--- config.mk ---
export PLATFORM = sky130hd
export DESIGN_NAME = dma_bus_arbiter
export DESIGN_NICKNAME = d
export VERILOG_FILES = /design/src/rtl/dma_bus_arbiter.sv
export SDC_FILE = /design/constraint.sdc
export NUM_CORES = 1
export LEC_CHECK = 0
export CORE_AREA = 2 2 135 137
export CTS_CLUSTER_DIAMETER = 80
export DETAILED_ROUTE_END_ITERATION = 10
export DIE_AREA = 0 0 137 139
export DONT_BUFFER_PORTS = 1
export GPL_ROUTABILITY_DRIVEN = 0
export PLACE_DENSITY = 0.36
export SYNTH_ARGS = -nofsm -noshare
export SYNTH_HDL_FRONTEND = slang
export SYNTH_SLANG_ARGS = --single-unit
--- constraint.sdc ---
create_clock -name clk -period 2.9 [get_ports clk]
set_input_delay 0.29 -clock clk [delete_from_list [all_inputs] [get_ports clk]]
set_output_delay 0.29 -clock clk [all_outputs]
set_load 0.01 [all_outputs]
--- src/rtl/dma_bus_arbiter.sv ---
// DMA bus arbiter: accepts device transfer requests, commands the DMA engine,
// and hands the memory bus between the CPU and the DMA engine. A one-entry
// pending buffer lets a second request queue up behind the active transfer.
//
// Handshake summary: a request is offered by holding dev_req high for one
// cycle with dev_length/dev_address valid in that cycle; there is no ready,
// so a request that cannot be accepted (zero length, or buffer full) is
// refused with a one-cycle dma_err pulse. The DMA engine holds br high for
// as long as it needs the bus; bg answers it only after the CPU has left the
// bus, and bg drops the cycle after br drops.
module dma_bus_arbiter (
    input  logic        clk,
    input  logic        reset,
    input  logic        dev_req,
    input  logic [15:0] dev_length,
    input  logic [15:0] dev_address,
    input  logic        cpu_mem_active,
    input  logic        br,
    output logic        begin_dma,
    output logic [15:0] length,
    output logic [15:0] target_address,
    output logic        bg,
    output logic        cpu_bus_hold,
    output logic        dma_done,
    output logic        dma_err,
    output logic        busy,
    output logic [15:0] grant_cycles,
    output logic [2:0]  dbg_state
);

    typedef enum logic [2:0] {
        S_IDLE     = 3'd0,
        S_START    = 3'd1,
        S_WAIT_BR  = 3'd2,
        S_WAIT_CPU = 3'd3,
        S_GRANT    = 3'd4,
        S_RELEASE  = 3'd5
    } state_t;

    state_t      r_state;
    logic [7:0]  r_to_cnt;
    logic        r_pend_valid;
    logic [15:0] r_pend_len;
    logic [15:0] r_pend_addr;
    logic [15:0] r_length;
    logic [15:0] r_addr;
    logic [15:0] r_grant_cycles;
    logic        r_err;

    logic w_req_zero;
    logic w_req_ok;
    logic w_mid_xfer;

    assign w_req_zero = dev_req && (dev_length == 16'd0);
    assign w_req_ok   = dev_req && (dev_length != 16'd0);
    // States in which a fresh request can only go to the pending buffer
    assign w_mid_xfer = (r_state == S_START) || (r_state == S_WAIT_BR) ||
                        (r_state == S_WAIT_CPU) || (r_state == S_GRANT);

    // Pulse and bus-control outputs are pure decodes of the registered state
    assign begin_dma      = (r_state == S_START);
    assign bg             = (r_state == S_GRANT);
    assign cpu_bus_hold   = (r_state == S_WAIT_CPU) || (r_state == S_GRANT);
    assign dma_done       = (r_state == S_RELEASE);
    assign busy           = (r_state != S_IDLE);
    assign dma_err        = r_err;
    assign length         = r_length;
    assign target_address = r_addr;
    assign grant_cycles   = r_grant_cycles;
    assign dbg_state      = r_state;

    // Arbiter FSM, pending buffer, timeout and grant-cycle counters
    always_ff @(posedge clk) begin
        if (reset) begin
            r_state        <= S_IDLE;
            r_to_cnt       <= 8'd0;
            r_pend_valid   <= 1'b0;
            r_pend_len     <= 16'd0;
            r_pend_addr    <= 16'd0;
            r_length       <= 16'd0;
            r_addr         <= 16'd0;
            r_grant_cycles <= 16'd0;
            r_err          <= 1'b0;
        end else begin
            r_err <= 1'b0;

            // Requests arriving mid-transfer: queue one, refuse the rest
            if (w_mid_xfer) begin
                if (w_req_zero) begin
                    r_err <= 1'b1;
                end else if (w_req_ok) begin
                    if (r_pend_valid) begin
                        r_err <= 1'b1;
                    end else begin
                        r_pend_valid <= 1'b1;
                        r_pend_len   <= dev_length;
                        r_pend_addr  <= dev_address;
                    end
                end
            end

            case (r_state)
                S_IDLE: begin
                    if (r_pend_valid) begin
                        // Only reachable after a timeout left a queued request
                        r_length       <= r_pend_len;
                        r_addr         <= r_pend_addr;
                        r_grant_cycles <= 16'd0;
                        r_pend_valid   <= 1'b0;
                        r_state        <= S_START;
                        if (w_req_zero) begin
                            r_err <= 1'b1;
                        end else if (w_req_ok) begin
                            r_pend_valid <= 1'b1;
                            r_pend_len   <= dev_length;
                            r_pend_addr  <= dev_address;
                        end
                    end else if (w_req_zero) begin
                        r_err <= 1'b1;
                    end else if (w_req_ok) begin
                        r_length       <= dev_length;
                        r_addr         <= dev_address;
                        r_grant_cycles <= 16'd0;
                        r_state        <= S_START;
                    end
                end
                S_START: begin
                    r_to_cnt <= 8'd0;
                    r_state  <= S_WAIT_BR;
                end
                S_WAIT_BR: begin
                    if (br) begin
                        r_state <= S_WAIT_CPU;
                    end else if (r_to_cnt == 8'd254) begin
                        r_to_cnt <= 8'd255;
                        r_err    <= 1'b1;
                        r_state  <= S_IDLE;
                    end else begin
                        r_to_cnt <= r_to_cnt + 8'd1;
                    end
                end
                S_WAIT_CPU: begin
                    if (!br) begin
                        r_state <= S_RELEASE;
                    end else if (!cpu_mem_active) begin
                        r_state <= S_GRANT;
                    end
                end
                S_GRANT: begin
                    if (r_grant_cycles != 16'hFFFF) begin
                        r_grant_cycles <= r_grant_cycles + 16'd1;
                    end
                    if (!br) begin
                        r_state <= S_RELEASE;
                    end
                end
                S_RELEASE: begin
                    if (r_pend_valid) begin
                        r_length       <= r_pend_len;
                        r_addr         <= r_pend_addr;
                        r_grant_cycles <= 16'd0;
                        r_pend_valid   <= 1'b0;
                        r_state        <= S_START;
                        if (dev_req) begin
                            r_err <= 1'b1;
                        end
                    end else if (w_req_ok) begin
                        // Same-cycle capture and launch of a new request
                        r_length       <= dev_length;
                        r_addr         <= dev_address;
                        r_grant_cycles <= 16'd0;
                        r_state        <= S_START;
                    end else begin
                        if (w_req_zero) begin
                            r_err <= 1'b1;
                        end
                        r_state <= S_IDLE;
                    end
                end
                default: r_state <= S_IDLE;
            endcase
        end
    end

endmodule

==> results by group, run 1 <==
Run status
  – Outcome: finished clean

Clock network
  – Clock Sinks: 93
  – CTS clk-pin slew, worst paths: 70 ps
  – CTS buffer count: 9
  – H-tree levels: 3
  – CTS Root Cell: clkbuf_16
  – Clk_lat worst skew: ~350 ps
  – Max Buffers Root-to-Sink: 2
  – TritonCTS clock tree: done

Die
  – Die Y: 139 um
  – Core area: 17700 um^2
  – # IOs: 94
  – Rows: 49
  – Die area: 19000 um^2
  – Die W: ~140 um
  – Initial Utilization: 0.244

Cells and area
  – Diodes inserted: 0
  – Final Util: 0.274
  – Layout area overhead: 12.2%
  – Storage cell area: 1860 um^2
  – Fin nets: 498
  – Layout cells sized above 1: 0.104
  – Area of the multi-input gates: approximately 2200 um^2
  – Fill cell count: 1936

Global route
  – First-pass GRT wire length: 18.8 mm
  – Global route overflow: 0
  – Vias in the first global route: ~3300
  – Initial antenna violation count: 0
  – GRT Total Usage: 0.127
  – Pin count of the biggest net entering global routing: 55

Critical path
  – Critical path's most frequent cell: nor2_1
  – Cell with the largest stage delay on the worst path: nor3_1
  – Slowest Stage Delay on Critical Path: 600 ps
  – CP endpoint kind: register
  – Arr. time, crit path: 2420 ps
  – Critical Path RT: 3150 ps
  – CP startpoint kind: register
  – WS Path Type: reg2reg
  – CP max FO: 42
  – Worst-path cell chain: nor3_1 -> nor2_1 -> nor2_4 -> buf_4 -> nor2_1 -> a211oi_1

Placement
  – Port Buf Inserts: 0
  – Post-DP HPWL: 7.45 mm

STA
  – TNS Setup: 0 ps
  – Fin. Hold Viols: 0
  – Fin crit share: 0.746
  – Crit path time final: 2160 ps
  – Relative slew slack: 0.408
  – RSZ-0062 raised after global routing: false
  – Fmax achieved: 462 MHz
  – Final setup viols: 0
  – Clk_skew: 7.35 ps
  – Slew @ Worst Pin: ~880 ps
  – Fin. max-slew vios: 0
  – Final hold slack: 22.4 ps

Yosys
  – Seq/Total Area, Yosys: 0.433
  – Post-synth EDFFs: 0
  – Mapped Area: 4300 um^2
  – Avg Cell Area, Syn: 9.24 um^2
  – Post-synthesis register bit count: 93
  – Ys Warns: 0
  – Compound-gate portion of the synthesized area: 0.165
  – Post-synthesis mux area share: 0.149
  – XOR/XNOR Fraction of Synth Area: 0.00203
  – Syn nets: 506
  – Post-Synth Simple-Gate Area: 0.193
  – Main combinational cell family by area after synthesis: simple AND/OR/NAND/NOR gates
  – Synth Area in Adders: 0.00872
  – Gate Count Post-Synth: 466
  – Most used DFF post-synth: dfxtp_1
  – FFs w/ async S/R, synth: 0
  – Unique masters post-synth: 51

Power
  – Leak: 0.00179 uW
  – Total power draw: roughly 5000 uW
  – Pwr dens: 1050 nW/um^2
  – Max IR drop VDD: 0.342 mV

Route
  – DR iter-0 viols: 182
  – 1st-pass router iterations: 4
  – Vias: 3371
  – Total Wirelength: about 12 mm
  – Post-DRT Antenna Nets: 0
  – Mean number of vias per cell: 4.87
  – Post-DR wirelength/cell: 16.7 um
  – DRC viols: 0

Worst hold path
  – Worst min-delay path class: in2reg

Flow run
  – # Max-Cap Violations: 0
[where the power goes]
group | leakage (uW) | total, uW | internal, uW | switching [uW]
combinational | 0.000889 | 1840 | 745 | 1100
clock | 0.000139 | 1150 | 632 | 520
sequential | 0.000761 | 2090 | 1660 | 431
total | 0.00179 | 5090 | 3040 | 2050
[kinds of logic (layout without fill, tap and decap cells)]
logic type | after synthesis | count (layout)
AOI/OAI and AO/OA | 103 | 103
xor gates and xnor gates | 1 | 1
adders and majority gates | 3 | 3
buffers and inverters | 41 | 38
DFF | 93 | 93
muxes | 64 | 64
and+or+nand+nor | 161 | 161
[worst max-delay path, delay by kind of cell, from the launching register on]
family / cells / cell delay, ps
DFF: 1 / 470
and+or+nand+nor: 4 / 950
buffers and inverters: 1 / 390
AOI/OAI and AO/OA: 1 / 250
[final cells by class]
cell class / instances / area share
timing repair buffer: 11 / 0.0249
multi-input combinational: 332 / 0.462
tap: 229 / 0.0593
clock buffer: 12 / 0.0531
clock inverter: 4 / 0.00622
inverter: 11 / 0.00855
sequential: 93 / 0.386
[path summary, 6_finish.rpt]
path,startpoint,to,slack (ps),depth (start not counted)
worst max-delay path,dbg_state[1],target_address[1],740,6
worst min-delay path,reset,length[2],20,1
worst max register to register,dbg_state[1],target_address[1],740,6
worst min register to register,r_pend_addr[0],r_pend_addr[0],500,2
[sequential cells by signal, summed over array words and instances (netlist names)]
name,cells
grant_cycles,16
length,16
r_pend_addr,16
r_pend_len,16
target_address,16
r_to_cnt,8
dbg_state,3
dma_err,1
r_pend_valid,1
[per-layer routing]
layer  vias to the layer above  routed length (um)  track usage
li1                       1672                   -            -
met1                      1608                5280        0.168
met2                        79                5140        0.187
met3                        12                 962       0.0530
met4                         0                 152       0.0391
met5                         -                   0            0
[per-stage QoR]
| stage | area, um^2 | cells | worst slack [ps] |
|---|---|---|---|
| 6_report | 4830 | 692 | 736 |
| 5_1_grt | 4830 | 692 | 509 |
| 4_1_cts | 4830 | 692 | 739 |
| 3_5_place_dp | 4500 | 673 | 671 |
| 3_3_place_gp | 4500 | 673 | 678 |
| 2_1_floorplan | 4300 | 466 | 997 |
[synth_stat cells, types with 2 or more instances]
cell type / number / share of area
nor2b_1: 2 / 0.0029
a22oi_1: 2 / 0.0035
and4_1: 2 / 0.0041
or3_1: 16 / 0.023
ha_1: 3 / 0.0087
nor4_1: 2 / 0.0029
mux2i_1: 64 / 0.15
buf_2: 8 / 0.0093
buf_4: 5 / 0.0087
a31oi_1: 2 / 0.0029
and3_1: 5 / 0.0073
nand2b_1: 4 / 0.0058
a21oi_1: 27 / 0.031
nor2_1: 82 / 0.072
dfxtp_1: 93 / 0.43
and4_4: 2 / 0.0052
inv_1: 10 / 0.0087
nand3_1: 14 / 0.016
nor3_1: 3 / 0.0035
clkbuf_1: 12 / 0.010
nor2_4: 2 / 0.0052
buf_6: 4 / 0.010
a211oi_1: 35 / 0.061
nand2_1: 15 / 0.013
o21ai_0: 16 / 0.019
o21ai_1: 8 / 0.0093
nor4_2: 4 / 0.012
[repair_timing]
| action | in CTS | in global routing |
|---|---|---|
| hold endpoints to repair | 54 | 0 |
| setup buffers | 0 | 0 |
| gates resized for setup | 0 | 0 |
| hold buffers | 3 | 0 |
[placed cells by master, fill, tap and decap left out, drive strengths merged, types with 12 or more instances in the layout]
| cell | instances |
|---|---|
| a211oi | 35 |
| a21oi | 27 |
| clkbuf | 12 |
| dfxtp | 93 |
| inv | 12 |
| mux2i | 64 |
| nand2 | 15 |
| nand3 | 15 |
| nor2 | 84 |
| o21ai | 24 |
| or3 | 17 |
Power figures use the tool's default switching activity.
==> run 2, diff against run 1 <==
--- a/config.mk
+++ b/config.mk
@@ -11,7 +11,7 @@
 export DIE_AREA = 0 0 137 139
 export DONT_BUFFER_PORTS = 1
 export GPL_ROUTABILITY_DRIVEN = 0
-export PLACE_DENSITY = 0.36
+export PLACE_DENSITY = 0.37
 export SYNTH_ARGS = -nofsm -noshare
 export SYNTH_HDL_FRONTEND = slang
 export SYNTH_SLANG_ARGS = --single-unit
==> constraint.sdc (replaced) <==
create_clock -name clk -period 1.9 [get_ports clk]
set_input_delay 0.19 -clock clk [delete_from_list [all_inputs] [get_ports clk]]
set_output_delay 0.19 -clock clk [all_outputs]
set_load 0.01 [all_outputs]
==> run 2 against run 1 <==
Worst setup slack got worse by 630 ps. Core utilization rose by 4.3 points. First-iteration DRC count fell by 14%. Maximum frequency rose by 21%. Highest routed layer unchanged.
==> results by group, run 2 (same netlist as run 1, synthesis figures left out) <==
Critical path
  – Crit path to: r_pend_addr[13]
  – Arr. time, crit path: 2020 ps (-400 ps)
  – Worst Reg-to-Reg Cells: 8 (+2)
  – CP startpoint kind: register
  – Worst-path cell chain: buf_4 -> or3_4 -> nand3_2 -> o21ai_2 -> nand2_4 -> clkbuf_16 -> mux2i_1 -> nor2_1
  – Cell with the largest stage delay on the worst path: or3_4
  – CP max FO: 8 (-81%)
  – Critical Path RT: 2120 ps (-1030 ps)
  – WS Path Type: reg2reg
  – R2R Path Start: dbg_state[1]
  – Crit Reg-Reg Endpoint: r_pend_addr[13]
  – CP endpoint kind: register
  – Slowest Stage Delay on Critical Path: 390 ps (-210 ps)
  – R2R setup slack: 100 ps (-630 ps)
  – Setup crit start: dbg_state[1]

Die
  – # IOs: 94 (unchanged)
  – Die Y: 139 um (unchanged)
  – Die area: 19000 um^2 (unchanged)
  – Rows: 49 (unchanged)
  – Core area: 17700 um^2 (unchanged)
  – Initial Utilization: 0.244 (unchanged)
  – Die W: 137 um (unchanged)

Global route
  – GRT Total Usage: 0.132 (+0.00513)
  – Initial antenna violation count: 0 (unchanged)
  – First-pass GRT wire length: 19.7 mm (+5.2%)
  – Pin count of the biggest net entering global routing: 78 (+42%)
  – Global route overflow: 0 (unchanged)
  – Vias in the first global route: 3679 (+12%)

Route
  – 1st-pass router iterations: 4 (unchanged)
  – Post-DR wirelength/cell: 16.2 um (-2.8%)
  – Mean number of vias per cell: 4.72 (-3.1%)
  – Vias: 3612 (+7.1%)
  – DRC viols: 0 (unchanged)
  – DR iter-0 viols: 157 (-14%)
  – Post-DRT Antenna Nets: 0 (unchanged)
  – Total Wirelength: 12.4 mm (+7.4%)

Worst hold path
  – Worst min-delay path class: in2reg
  – Hold path depth: 2 (+1)

STA
  – Final setup viols: 0 (unchanged)
  – RSZ-0062 raised after global routing: true
  – Crit path time final: 1800 ps (-369 ps)
  – Worst Slack Setup Final: 105 ps (-631 ps)
  – Slew @ Worst Pin: 602 ps (-282 ps)
  – Fin. Hold Viols: 0 (unchanged)
  – Relative slew slack: 0.599 (+0.190)
  – Fin. max-slew vios: 0 (unchanged)
  – Fin crit share: 0.945 (+0.199)
  – Clk_skew: 7.29 ps (-0.0516 ps)
  – Fmax achieved: 557 MHz (+21%)

Clock network
  – CTS buffer count: 9 (unchanged)
  – Clk_lat worst skew: 340 ps (about the same)
  – H-tree levels: 3 (unchanged)
  – TritonCTS clock tree: done
  – CTS Root Cell: clkbuf_16
  – Clock Sinks: 93 (unchanged)
  – CTS clk-pin slew, worst paths: 70 ps (about the same)
  – Max Buffers Root-to-Sink: 2 (unchanged)

Cells and area
  – Storage cell area: 1870 um^2 (+0.34%)
  – Commonest non-fill, non-tap cell in the layout: dfxtp_1
  – Fin nets: 571 (+15%)
  – Fill cell count: 1834 (-5.3%)
  – Layout area overhead: 29.7%
  – Most used cells in the layout excluding fill and tap cells: dfxtp_1 (89), nor2_1 (80), mux2i_1 (64), buf_4 (42), a211oi_1 (35)
  – Fin area: 5580 um^2 (+16%)
  – Layout cells sized above 1: 0.188 (+0.0848)
  – Area of the multi-input gates: 2270 um^2 (+1.8%)
  – Diodes inserted: 0 (unchanged)

Placement
  – Port Buf Inserts: 0 (unchanged)
  – Post-DP HPWL: 7.84 mm (+5.2%)
  – Setup WS pre-CTS: -93.6 ps (-764 ps)
  – Cell Area, Placed: 4830 um^2 (+7.5%)

Power
  – Pwr dens: 1560 nW/um^2 (+48%)
  – Max IR drop VDD: 0.643 mV (+88%)
  – Leak: 0.00218 uW (+22%)

Run status
  – Outcome: finished clean

Flow run
  – # Max-Cap Violations: 0 (unchanged)
run 2: worst min-delay path by stage:
stage / startpoint / to / slack (ps)
global route: dev_req / dma_err / 10
global placement: reset / r_pend_addr[12] / 270
detailed placement: reset / target_address[12] / 270
floorplan: dev_address[0] / r_pend_addr[0] / 330
CTS: dev_req / dma_err / 5
finish: dev_req / dma_err / 20
run 2: worst max-delay path: cells and delay by family, from the launching register on:
| family | cells | cell delay (ps) |
|---|---|---|
| and+or+nand+nor | 4 | 690 |
| DFF | 1 | 380 |
| buffers and inverters | 2 | 350 |
| muxes | 1 | 180 |
| AOI/OAI and AO/OA | 1 | 70 |
run 2: where the power goes:
group / switching, uW / internal, uW / total (uW)
clock: 815 / 926 / 1740
combinational: 2010 / 1810 / 3820
sequential: 590 / 2550 / 3140
run 2: cell type report:
| type | instances | share of cell area |
|---|---|---|
| multi-input cells | 333 | 0.407 |
| flip-flops and latches | 93 | 0.335 |
| repair buffers | 83 | 0.150 |
| well taps | 229 | 0.0513 |
| clock buffers | 11 | 0.0435 |
| inverters | 11 | 0.00739 |
| clock inverters | 5 | 0.00605 |
run 2: through the flow:
step	power (uW)	utilization	std cells	hold slack, ps	TNS (ps)
6_report	8690	0.316	765	18.4	0
5_1_grt	9360	0.316	765	10.5	-8.32
4_1_cts	8540	0.310	762	4.76	0
3_5_place_dp	6570	0.274	711	271	-1320
3_3_place_gp	6540	0.274	711	270	-416
2_1_floorplan	5520	-	466	334	0
run 2: what timing repair did:
| item | in CTS | in global routing |
|---|---|---|
| hold buffers | 33 | 0 |
| endpoints found under the setup margin | 23 | 70 |
| gates resized for setup | 1 | 11 |
| pin swaps | 1 | 2 |
| gates cloned | 1 | 3 |
| setup buffers | 1 | 0 |
| hold endpoints to repair | 77 | 0 |
run 2: metal layers:
metal	vias to the layer above	track usage	share of wire
met5	-	0	0
met4	0	0.0423	0.013
met3	12	0.0461	0.070
met2	73	0.208	0.46
met1	1714	0.169	0.46
li1	1813	-	-
==> run 3, diff against run 2 <==
--- a/config.mk
+++ b/config.mk
@@ -11,6 +11,7 @@
 export DIE_AREA = 0 0 137 139
 export DONT_BUFFER_PORTS = 1
 export GPL_ROUTABILITY_DRIVEN = 0
+export HOLD_SLACK_MARGIN = 0.15
 export PLACE_DENSITY = 0.37
 export SYNTH_ARGS = -nofsm -noshare
 export SYNTH_HDL_FRONTEND = slang
==> run 3 against run 2 <==
Core utilization grew 0.11 points. Wire length decreased by 1.7%. Maximum frequency decreased by 0.62%. Largest power group unchanged. Clock-buffer cell count unchanged. Non-clock buffer count rose by 2. Via count about the same. Combinational power barely moved. Flip-flop and latch count is the same.
==> results by group, run 3 (same netlist as run 1, synthesis figures left out) <==
Global route
  – Vias in the first global route: 3631 (-1.3%)
  – Pin count of the biggest net entering global routing: 79 (+1.3%)
  – Initial antenna violation count: 0 (unchanged)
  – First-pass GRT wire length: 19.4 mm (-1.9%)
  – GRT Total Usage: 0.130 (-0.00257)
  – Global route overflow: 0 (unchanged)

Critical path
  – Arr. time, crit path: 2030 ps (about the same)
  – Critical Path RT: 2120 ps (about the same)
  – Setup crit start: dbg_state[1]
  – CP startpoint kind: register
  – R2R Path Start: dbg_state[1]
  – Worst-path cell chain: buf_4 -> or3_4 -> nand3_2 -> o21ai_2 -> nand2_4 -> clkbuf_16 -> mux2i_1 -> nor2_1
  – Slowest Stage Delay on Critical Path: 390 ps (about the same)
  – WS Path Type: reg2reg
  – Cell with the largest stage delay on the worst path: or3_4
  – CP max FO: 8 (unchanged)
  – CP endpoint kind: register

Route
  – DR iter-0 viols: 123 (-22%)
  – Post-DRT Antenna Nets: 0 (unchanged)
  – WL met2: 5.64 mm (-0.69%)
  – Met1 WL: 5.66 mm (-0.63%)
  – Total Wirelength: 12.2 mm (-1.7%)
  – 1st-pass router iterations: 4 (unchanged)
  – DRC viols: 0 (unchanged)
  – Post-DR wirelength/cell: 15.9 um (-2.0%)
  – Vias: 3610 (-0.055%)
  – Top layer reached by signal wires: met4
  – Routed met3 length: 739 um (-14%)
  – Mean number of vias per cell: 4.71 (-0.32%)

Power
  – Leak: 0.00219 uW (+0.38%)
  – Max IR drop VDD: 0.640 mV (-0.35%)
  – Pwr dens: 1550 nW/um^2 (-0.23%)

Die
  – Die Y: 139 um (unchanged)
  – # IOs: 94 (unchanged)
  – Die area: 19000 um^2 (unchanged)
  – Core area: 17700 um^2 (unchanged)
  – Initial Utilization: 0.244 (unchanged)
  – Rows: 49 (unchanged)
  – Die W: 137 um (unchanged)

Clock network
  – CTS Root Cell: clkbuf_16
  – CTS buffer count: 9 (unchanged)
  – CTS clk-pin slew, worst paths: 70 ps (about the same)
  – H-tree levels: 3 (unchanged)
  – Clock Sinks: 93 (unchanged)
  – Clk_lat worst skew: 340 ps (about the same)
  – TritonCTS clock tree: done
  – Max Buffers Root-to-Sink: 2 (unchanged)

Cells and area
  – Final Non-Filler Cells: 767 (+0.26%)
  – Layout area overhead: 30.2%
  – Fin nets: 573 (+0.35%)
  – Area of the multi-input gates: 2270 um^2 (unchanged)
  – Commonest non-fill, non-tap cell in the layout: dfxtp_1
  – Most used cells in the layout excluding fill and tap cells: dfxtp_1 (89), nor2_1 (80), mux2i_1 (64), buf_4 (42), a211oi_1 (35)
  – Diodes inserted: 0 (unchanged)
  – Fin area: 5600 um^2 (+0.36%)
  – Layout cells sized above 1: 0.188 (-0.000700)
  – Storage cell area: 1870 um^2 (unchanged)
  – Fill cell count: 1832 (-0.11%)

STA
  – Fin. Hold Viols: 0 (unchanged)
  – Final hold slack: 194 ps (+175 ps)
  – Fmax achieved: 554 MHz (-0.62%)
  – Final setup viols: 0 (unchanged)
  – Relative slew slack: 0.595 (-0.00355)
  – Crit path time final: 1810 ps (+11.2 ps)
  – Slew @ Worst Pin: 608 ps (+5.32 ps)
  – RSZ-0062 raised after global routing: true
  – Fin crit share: 0.951 (+0.00592)
  – Clk_skew: 7.00 ps (-0.292 ps)
  – Fin. max-slew vios: 0 (unchanged)

Worst hold path
  – Min-delay src: br
  – Worst min-delay path class: in2reg

Run status
  – Outcome: finished clean

Placement
  – Placed insts: 711 (unchanged)
  – Cell Area, Placed: 4830 um^2 (unchanged)
  – Post-DP HPWL: 7.84 mm (unchanged)
  – Port Buf Inserts: 0 (unchanged)

Flow run
  – # Max-Cap Violations: 0 (unchanged)
run 3: cell types whose count changed in the layout (fill, tap and decap cells not counted):
| cell | delta |
|---|---|
| dlygate4sd3_1 | +2 |
run 3: area by class of cell:
| type | count | share of cell area |
|---|---|---|
| Clock buffer | 11 | 0.0433 |
| Clock inverter | 5 | 0.00603 |
| Inverter | 11 | 0.00737 |
| Multi-Input combinational cell | 333 | 0.405 |
| Sequential cell | 93 | 0.334 |
| Tap cell | 229 | 0.0511 |
| Timing Repair Buffer | 85 | 0.153 |
run 3: stage by stage:
step	setup WS (ps)	power, uW	util	setup TNS [ps]
2_1_floorplan	11.1	5520	-	0
6_report	93.5	8710	0.317	0
4_1_cts	46.3	8550	0.311	0
5_1_grt	-8.32	9380	0.317	-8.32
3_5_place_dp	-93.6	6570	0.274	-1320
3_3_place_gp	-42.3	6540	0.274	-416
run 3: worst max-delay path, delay by kind of cell (launching register included):
kind                   cells  cell delay [ps]
and+or+nand+nor            4              700
DFF                        1              380
buffers and inverters      2              350
muxes                      1              180
AOI/OAI and AO/OA          1               70
run 3: metal layers:
metal / up-vias / GRT usage
met3: 10 / 0.0431
met1: 1718 / 0.166
met2: 64 / 0.205
met4: 0 / 0.0407
li1: 1818 / -
met5: - / 0
run 3: repair_timing:
| action | CTS | global route |
|---|---|---|
| resized for setup | 1 | 11 |
| setup endpoints to repair | 23 | 70 |
| endpoints found under the hold margin | 78 | 0 |
| pin swaps | 1 | 2 |
| setup buffers | 1 | 0 |
| hold buffers | 35 | 0 |
| gates cloned | 1 | 3 |
run 3: power by group:
group          internal (uW)  switching, uW  total (uW)
registers               2550            588        3130
logic                   1820           2020        3830
clock network            925            813        1740
total                   5290           3420        8710
run 3: final timing paths:
check                   to  slack, ps  cells after the start
max          r_pend_len[2]         90                      8
min            r_to_cnt[1]        190                      4
max reg2reg  r_pend_len[2]         90                      8
min reg2reg  r_pend_len[5]        490                      2
